`src/rtl/ripple_count_ctrl_pkg.sv`:
```
// Shared types and constants for the ripple-counter controller.
package ripple_count_pkg;

  typedef enum logic [1:0] {
    IDLE  = 2'd0,
    CLEAR = 2'd1,
    RUN   = 2'd2,
    STOP  = 2'd3
  } state_e;

  localparam int unsigned CLR_CYCLES = 2;

endpackage

```
`src/rtl/ripple_count_ctrl_if.sv`:
```
// Control/status bundle between the ripple-counter controller and its users.
interface ripple_count_ctrl_if #(
  parameter int unsigned WIDTH = 4
);
  logic             start;
  logic             abort;
  logic             mode;
  logic [WIDTH-1:0] target;
  logic [WIDTH-1:0] cnt_q;
  logic             cnt_clr;
  logic             cnt_en;
  logic             busy;
  logic             done;
  logic             over;
  logic [WIDTH-1:0] count_out;

  modport slave (
    input  start, abort, mode, target, cnt_q,
    output cnt_clr, cnt_en, busy, done, over, count_out
  );

  modport master (
    output start, abort, mode, target, cnt_q,
    input  cnt_clr, cnt_en, busy, done, over, count_out
  );
endinterface

```
`src/rtl/ripple_count_ctrl_cnt_sync_stable.sv`:
```
// Two-flop synchroniser for the asynchronous counter bus plus a stability filter
// that accepts a value once it has been unchanged for SETTLE cycles.
module cnt_sync_stable #(
  parameter int unsigned WIDTH  = 4,
  parameter int unsigned SETTLE = 2
) (
  input  logic             clk,
  input  logic             rst,
  input  logic [WIDTH-1:0] async_i,
  input  logic             flush_i,
  output logic [WIDTH-1:0] stable_val_o,
  output logic             stable_vld_o
);

  localparam int unsigned     HW        = $clog2(SETTLE + 1);
  localparam logic [HW-1:0]   SETTLE_W  = HW'(SETTLE);
  localparam logic [HW-1:0]   ACCEPT_AT = HW'(SETTLE - 1);

  logic [WIDTH-1:0] sync1_q, sync2_q, stable_val_q;
  logic [HW-1:0]    hold_q, hold_d, held_s;
  logic             accept_s, stable_vld_q;

  // held_s counts cycles sync2_q has shown its value, including the current one
  always_comb begin
    if (hold_q == SETTLE_W) begin
      held_s = hold_q;
    end else begin
      held_s = hold_q + HW'(1);
    end
    accept_s = (hold_q == ACCEPT_AT);
    if (sync1_q != sync2_q) begin
      hold_d = {HW{1'b0}};
    end else begin
      hold_d = held_s;
    end
  end

  always_ff @(posedge clk or posedge rst) begin
    if (rst) begin
      sync1_q      <= {WIDTH{1'b0}};
      sync2_q      <= {WIDTH{1'b0}};
      hold_q       <= {HW{1'b0}};
      stable_val_q <= {WIDTH{1'b0}};
      stable_vld_q <= 1'b0;
    end else if (flush_i) begin
      sync1_q      <= {WIDTH{1'b0}};
      sync2_q      <= {WIDTH{1'b0}};
      hold_q       <= {HW{1'b0}};
      stable_val_q <= {WIDTH{1'b0}};
      stable_vld_q <= 1'b0;
    end else begin
      sync1_q      <= async_i;
      sync2_q      <= sync1_q;
      hold_q       <= hold_d;
      stable_vld_q <= accept_s;
      if (accept_s) begin
        stable_val_q <= sync2_q;
      end
    end
  end

  assign stable_val_o = stable_val_q;
  assign stable_vld_o = stable_vld_q;

endmodule

```
`src/rtl/ripple_count_ctrl.sv`:
```
// Sequences an external ripple up-counter: clear, gate events, filter its outputs
// and stop (one-shot or periodic) when the latched target is reached or passed.
module ripple_count_ctrl
  import ripple_count_pkg::*;
#(
  parameter int unsigned WIDTH  = 4,
  parameter int unsigned SETTLE = 2
) (
  input  logic              clk,
  input  logic              rst,
  ripple_count_ctrl_if.slave ctrl_if
);

  localparam logic [1:0] CLR_LAST = 2'(CLR_CYCLES - 1);

  state_e           state_q, state_d;
  logic [1:0]       clr_cnt_q, clr_cnt_d;
  logic             mode_q;
  logic [WIDTH-1:0] target_q, prev_q, count_out_q;
  logic             over_q, cnt_clr_q, cnt_en_q, busy_q, done_q;
  logic             cnt_clr_d, cnt_en_d, busy_d, done_d;
  logic [WIDTH-1:0] stable_val_s;
  logic             stable_vld_s, start_acc_s, zero_start_s, hit_s, over_s, flush_s;

  assign flush_s = (state_q == CLEAR);

  cnt_sync_stable #(.WIDTH(WIDTH), .SETTLE(SETTLE)) u_sync (
    .clk          (clk),
    .rst          (rst),
    .async_i      (ctrl_if.cnt_q),
    .flush_i      (flush_s),
    .stable_val_o (stable_val_s),
    .stable_vld_o (stable_vld_s)
  );

  // A value below the previous accepted one means the counter wrapped
  always_comb begin
    start_acc_s  = (state_q == IDLE) && ctrl_if.start && !ctrl_if.abort;
    zero_start_s = start_acc_s && (ctrl_if.target == {WIDTH{1'b0}});
    over_s       = (stable_val_s > target_q) || (stable_val_s < prev_q);
    hit_s        = stable_vld_s && ((stable_val_s == target_q) || over_s);
  end

  always_ff @(posedge clk or posedge rst) begin
    if (rst) begin
      state_q   <= IDLE;
      clr_cnt_q <= 2'd0;
    end else begin
      state_q   <= state_d;
      clr_cnt_q <= clr_cnt_d;
    end
  end

  always_comb begin
    state_d   = state_q;
    clr_cnt_d = clr_cnt_q;
    case (state_q)
      IDLE: begin
        if (start_acc_s && !zero_start_s) begin
          state_d   = CLEAR;
          clr_cnt_d = 2'd0;
        end else begin
          state_d = IDLE;
        end
      end
      CLEAR: begin
        if (ctrl_if.abort) begin
          state_d = IDLE;
        end else if (clr_cnt_q == CLR_LAST) begin
          state_d = RUN;
        end else begin
          clr_cnt_d = clr_cnt_q + 2'd1;
        end
      end
      RUN: begin
        if (ctrl_if.abort) begin
          state_d = IDLE;
        end else if (hit_s) begin
          state_d = STOP;
        end else begin
          state_d = RUN;
        end
      end
      STOP: begin
        if (ctrl_if.abort) begin
          state_d = IDLE;
        end else if (mode_q) begin
          state_d   = CLEAR;
          clr_cnt_d = 2'd0;
        end else begin
          state_d = IDLE;
        end
      end
      default: state_d = IDLE;
    endcase
  end

  // Outputs are decoded from the next state so they leave the flops aligned with it
  always_comb begin
    cnt_clr_d = (state_d == IDLE) || (state_d == CLEAR);
    cnt_en_d  = (state_d == RUN);
    busy_d    = (state_d != IDLE);
    done_d    = (state_d == STOP) || zero_start_s;
  end

  always_ff @(posedge clk or posedge rst) begin
    if (rst) begin
      cnt_clr_q   <= 1'b1;
      cnt_en_q    <= 1'b0;
      busy_q      <= 1'b0;
      done_q      <= 1'b0;
      over_q      <= 1'b0;
      count_out_q <= {WIDTH{1'b0}};
      prev_q      <= {WIDTH{1'b0}};
      target_q    <= {WIDTH{1'b0}};
      mode_q      <= 1'b0;
    end else begin
      cnt_clr_q <= cnt_clr_d;
      cnt_en_q  <= cnt_en_d;
      busy_q    <= busy_d;
      done_q    <= done_d;
      if (start_acc_s) begin
        mode_q   <= ctrl_if.mode;
        target_q <= ctrl_if.target;
        over_q   <= 1'b0;
      end else if (flush_s) begin
        prev_q <= {WIDTH{1'b0}};
      end else if ((state_q == RUN) && !ctrl_if.abort && stable_vld_s) begin
        count_out_q <= stable_val_s;
        prev_q      <= stable_val_s;
        if (hit_s) begin
          over_q <= over_s;
        end
      end
    end
  end

  assign ctrl_if.cnt_clr   = cnt_clr_q;
  assign ctrl_if.cnt_en    = cnt_en_q;
  assign ctrl_if.busy      = busy_q;
  assign ctrl_if.done      = done_q;
  assign ctrl_if.over      = over_q;
  assign ctrl_if.count_out = count_out_q;

endmodule

```
`src/flat_wrapper.sv`:
```
// flat-port wrapper written by rule: the top's interface ports become plain ports
module ripple_count_ctrl_flat import ripple_count_pkg::*;
#(
  parameter int unsigned WIDTH  = 4,
  parameter int unsigned SETTLE = 2
)
  (clk, rst, ctrl_if_start, ctrl_if_abort, ctrl_if_mode, ctrl_if_target, ctrl_if_cnt_q, ctrl_if_cnt_clr, ctrl_if_cnt_en, ctrl_if_busy, ctrl_if_done, ctrl_if_over, ctrl_if_count_out);
  ripple_count_ctrl_if #(.WIDTH(WIDTH)) ctrl_if_i ();
  input  logic clk;
  input  logic rst;
  input wire logic [$bits(ctrl_if_i.start)-1:0] ctrl_if_start;
  input wire logic [$bits(ctrl_if_i.abort)-1:0] ctrl_if_abort;
  input wire logic [$bits(ctrl_if_i.mode)-1:0] ctrl_if_mode;
  input wire logic [$bits(ctrl_if_i.target)-1:0] ctrl_if_target;
  input wire logic [$bits(ctrl_if_i.cnt_q)-1:0] ctrl_if_cnt_q;
  output wire logic [$bits(ctrl_if_i.cnt_clr)-1:0] ctrl_if_cnt_clr;
  output wire logic [$bits(ctrl_if_i.cnt_en)-1:0] ctrl_if_cnt_en;
  output wire logic [$bits(ctrl_if_i.busy)-1:0] ctrl_if_busy;
  output wire logic [$bits(ctrl_if_i.done)-1:0] ctrl_if_done;
  output wire logic [$bits(ctrl_if_i.over)-1:0] ctrl_if_over;
  output wire logic [$bits(ctrl_if_i.count_out)-1:0] ctrl_if_count_out;
  assign ctrl_if_i.start = ctrl_if_start;
  assign ctrl_if_i.abort = ctrl_if_abort;
  assign ctrl_if_i.mode = ctrl_if_mode;
  assign ctrl_if_i.target = ctrl_if_target;
  assign ctrl_if_i.cnt_q = ctrl_if_cnt_q;
  assign ctrl_if_cnt_clr = ctrl_if_i.cnt_clr;
  assign ctrl_if_cnt_en = ctrl_if_i.cnt_en;
  assign ctrl_if_busy = ctrl_if_i.busy;
  assign ctrl_if_done = ctrl_if_i.done;
  assign ctrl_if_over = ctrl_if_i.over;
  assign ctrl_if_count_out = ctrl_if_i.count_out;
  ripple_count_ctrl #(.WIDTH(WIDTH), .SETTLE(SETTLE)) u_core (.clk(clk), .rst(rst), .ctrl_if(ctrl_if_i));
endmodule
```
`config.mk`:
```
export PLATFORM = sky130hd
export DESIGN_NAME = ripple_count_ctrl_flat
export DESIGN_NICKNAME = d
export VERILOG_FILES = /design/src/rtl/ripple_count_ctrl_pkg.sv /design/src/rtl/ripple_count_ctrl_if.sv /design/src/rtl/ripple_count_ctrl_cnt_sync_stable.sv /design/src/rtl/ripple_count_ctrl.sv /design/src/flat_wrapper.sv
export SDC_FILE = /design/constraint.sdc
export NUM_CORES = 1
export LEC_CHECK = 0
export CELL_PAD_IN_SITES_DETAIL_PLACEMENT = 0
export CELL_PAD_IN_SITES_GLOBAL_PLACEMENT = 1
export CORE_ASPECT_RATIO = 0.7
export CORE_MARGIN = 2
export CORE_UTILIZATION = 33
export DETAILED_ROUTE_END_ITERATION = 8
export GPL_TIMING_DRIVEN = 0
export PLACE_DENSITY_LB_ADDON = 0.1
export RECOVER_POWER = 100
export SETUP_SLACK_MARGIN = 0.5
export SYNTH_ARGS = -nofsm -noshare
export SYNTH_HDL_FRONTEND = slang
export SYNTH_SLANG_ARGS = --single-unit
```
`constraint.sdc`:
```
create_clock -name clk -period 2.58 [get_ports clk]
set_clock_uncertainty 0.15 [all_clocks]
set_input_delay 0.516 -clock clk [delete_from_list [all_inputs] [get_ports clk]]
set_output_delay 0.516 -clock clk [all_outputs]
set_load 0.02 [all_outputs]
```
==> metrics.csv <==
stage,metric,value,unit
outcome,status,finished clean,
setup_path,Worst R2R Path Depth,6,
power_and_ir_drop,Psw,0.7953,mW
synthesis,"Seq/Total Area, Yosys",53.46,%
power_and_ir_drop,Peak VDD IR,0.3032,mV
setup_path,"setup slack, reg-to-reg",0.53,ns
clock_tree,Root Driver,clkbuf_8,
die,Die Y,64.65,µm
sta,RSZ-0062 raised after global routing,yes,
sta,min Tclk post-route,2.228,ns
setup_path,Critical R2R Capture,u_core.ctrl_if.done$_DFF_PP0_,
grt,total gr overflow,0,
clock_tree,maximum clock path buffer count,2,
die,Initial Utilization,33.69,%
routing,DR vias/cell,4.456,
power_and_ir_drop,Final Power,2.239,mW
hold_path,Hold Path Class,reg2reg,
setup_path,worst r2r src,u_core.u_sync.stable_val_o[0]$_DFFE_PP0P_,
setup_path,"Data arrival, critical path",2.26,ns
clock_tree,htree depth,2,
power_and_ir_drop,switch share,35.52,%
sta,Pins Over Slew Limit,0,
synthesis,post-synth cell types,39,
clock_tree,Worst-Skew Late Latency,0.29,ns
die,Core Footprint,5147,µm²
power_and_ir_drop,pwr dens,1013,nW/µm²
clock_tree,CTS tree,yes,
layout,register area,928.4,µm²
synthesis,"EDFF count, synth",0,
run,Max Cap Viol,0,
sta,Fmax achieved,448.8,MHz
clock_tree,Worst-path clk slew,0.07,ns
layout,area of the multi-input gates,787.0,µm²
power_and_ir_drop,Int Pwr,1.444,mW
placement,hpwl dp,2327,µm
synthesis,YS warnings,0,
synthesis,#FFs+latches synth,37,
setup_path,crit path launch type,input port,
grt,GRT Util Overall,12.72,%
routing,Avg WL per Cell,12.75,µm
clock_tree,hold buffer count at cts,0,
routing,post-route antenna net violation count,0,
grt,vias in the first global route,1195,
die,die width,90.65,µm
placement,PortBufs,21,
sta,slew at the pin with the worst max-slew slack,0.7719,ns
sta,# setup viols final,0,
layout,layout net count,211,
layout,Layout area overhead,27.49,%
sta,worst setup margin,0.3518,ns
layout,share of cells above drive strength 1,14.29,%
die,IO Count,22,
hold_path,HP Start,u_core.ctrl_if.count_out[3]$_DFFE_PP0P_,
routing,vias after detailed routing,1163,
setup_path,Worst Path Max Fanout,6,
setup_path,CP required,2.61,ns
clock_tree,Num CTS Buffers,5,
grt,largest net degree at the start of global routing,38,
routing,drt initial violations,39,
hold_path,worst hold path depth,2,
hold_path,hold endpoint,u_core.ctrl_if.count_out[3]$_DFFE_PP0P_,
synthesis,Post-Syn Area per Cell,11.05,µm²
synthesis,synthesized cell area,1734,µm²
sta,"Hold Vio Cnt, Final",0,
power_and_ir_drop,clock group share of total power,19.8,%
setup_path,Setup CP Type,in2reg,
placement,pre-CTS setup slack,0.1935,ns
sta,worst hold slack,0.3272,ns
sta,Tcrit/Tclk final,86.37,%
power_and_ir_drop,Seq pwr share,38.3,%
routing,Total Routed Length,3328,µm
power_and_ir_drop,Leak,1.042,nW
synthesis,async set-reset flop share out of synthesis,100.0,%
layout,Ant. Diodes,0,
sta,max_slew headroom,48.46,%
grt,first-pass GRT wire length,5727,µm
power_and_ir_drop,Comb pwr share,41.9,%
die,Rows,22,
synthesis,Cells after Synth,157,
layout,fill cell count,505,
setup_path,CP Capture Type,flop,
clock_tree,CTS Sinks,37,
placement,RD Place Congestion,0.7596,
routing,# DRC,0,
routing,first-pass iteration count of the detailed router,4,
synthesis,top_reg_cell synth,dfrtp_1,
synthesis,total nets after synthesis,180,
grt,antenna violations before repair,0,
die,die footprint,5860,µm²
sta,setup TNS,0,ns
## logic make-up after synthesis
family | after synthesis | synth area share [%]
DFF | 37 | 53.46
AOI/OAI and AO/OA | 20 | 9.668
and+or+nand+nor | 61 | 18.76
muxes | 7 | 4.473
buffers and inverters | 17 | 3.895
adders and majority gates | 10 | 7.215
xor gates and xnor gates | 5 | 2.525
## synth_stat cells, types with 2 or more instances
library cell | count | area [µm²]
mux2i_1 | 4 | 40.04
nand2_1 | 23 | 86.33
o21a_1 | 2 | 15.01
o21ai_0 | 8 | 40.04
nor4_1 | 2 | 12.51
mux2_2 | 2 | 22.52
inv_1 | 12 | 45.04
nand2b_1 | 5 | 31.28
dfrtp_1 | 36 | 900.9
xor2_1 | 4 | 35.03
and2_1 | 9 | 56.30
ha_1 | 10 | 125.1
nor2_1 | 12 | 45.04
buf_2 | 3 | 15.01
## worst max-delay path: stages
cell           delay (ns)
dlygate4sd3_1        0.62
o21a_1               0.21
o21ai_0              0.36
o31ai_4              0.17
buf_4                0.16
a22o_1               0.22
## power groups by stage
stage	Sequential, mW	Clock (mW)	Combinational, mW
finish	0.856	0.444	0.938
global route	0.880	0.483	1.06
global placement	0.863	0	0.773
floorplan	0.856	0	0.575
CTS	0.857	0.459	0.858
detailed placement	0.869	0	0.786
## sequential cells by signal, summed over array words and instances, names as in the netlist, 2 cells and up
| register | count |
|---|---|
| u_core.clr_cnt_q | 2 |
| u_core.prev_q | 4 |
| u_core.ctrl_if.count_out | 4 |
| u_core.u_sync.hold_q | 2 |
| u_core.state_q | 2 |
| u_core.u_sync.sync2_q | 4 |
| u_core.target_q | 4 |
| u_core.u_sync.sync1_q | 4 |
| u_core.u_sync.stable_val_o | 4 |
## cell type report
cell class,count,area share (%)
buffer,5,0.8489
clock buffer,7,4.358
clock inverter,1,0.2264
inverter,12,2.037
multi-input combinational,103,35.60
sequential,37,41.99
tap,72,4.075
timing repair buffer,24,10.87
## layer usage
layer | routed length [µm] | track usage [%] | up-vias
li1 | - | - | 590
met1 | 1720 | 16.96 | 550
met2 | 1434 | 19.50 | 18
met3 | 130 | 3.721 | 5
met4 | 43 | 5.192 | 0
met5 | 0 | 0 | -
## placed cells by master, fill, tap and decap left out, drive strengths merged, types with 2 or more instances in the layout
cell           instances
nand2                 23
a2111oi                2
mux2i                  4
dlygate4sd3           11
dfrtp                 36
inv                   12
clkdlybuf4s50          7
nand2b                 5
nor2                  12
and2                   9
xor2                   4
mux2                   3
o21a                   2
clkbuf                12
o21ai                  9
and2b                  2
dlymetal6s2s           3
nor4                   3
ha                    10
buf                    3
## worst max-delay path by stage
| stage | startpoint | to | slack (ns) |
|---|---|---|---|
| final | ctrl_if_abort | u_core.clr_cnt_q[0]$_DFFE_PP0P_ | 0.35 |
| after global routing | ctrl_if_abort | u_core.clr_cnt_q[0]$_DFFE_PP0P_ | 0.27 |
| after CTS | u_core.u_sync.stable_val_o[0]$_DFFE_PP0P_ | u_core.ctrl_if.over$_DFFE_PP0P_ | 0.48 |
| after detailed placement | ctrl_if_target[3] | u_core.clr_cnt_q[1]$_DFFE_PP0P_ | 0.19 |
| after global placement | ctrl_if_target[3] | u_core.clr_cnt_q[1]$_DFFE_PP0P_ | 0.19 |
| after floorplan | u_core.u_sync.stable_val_o[0]$_DFFE_PP0P_ | u_core.ctrl_if.over$_DFFE_PP0P_ | 0.65 |
## through the flow
stage                     cells  util (%)  instance area (µm²)
after CTS                   258     41.76                 2150
final                       261     42.95                 2211
after detailed placement    250     39.52                 2034
after global placement      250     39.52                 2034
after global routing        261     42.95                 2211
after floorplan             157         -                 1734
## repair_timing
action,CTS,global route
setup endpoints to repair,4,5
resized for setup,3,12
setup buffers,0,3
pin swaps,0,6
No activity file was read; power rests on OpenSTA's default activity.
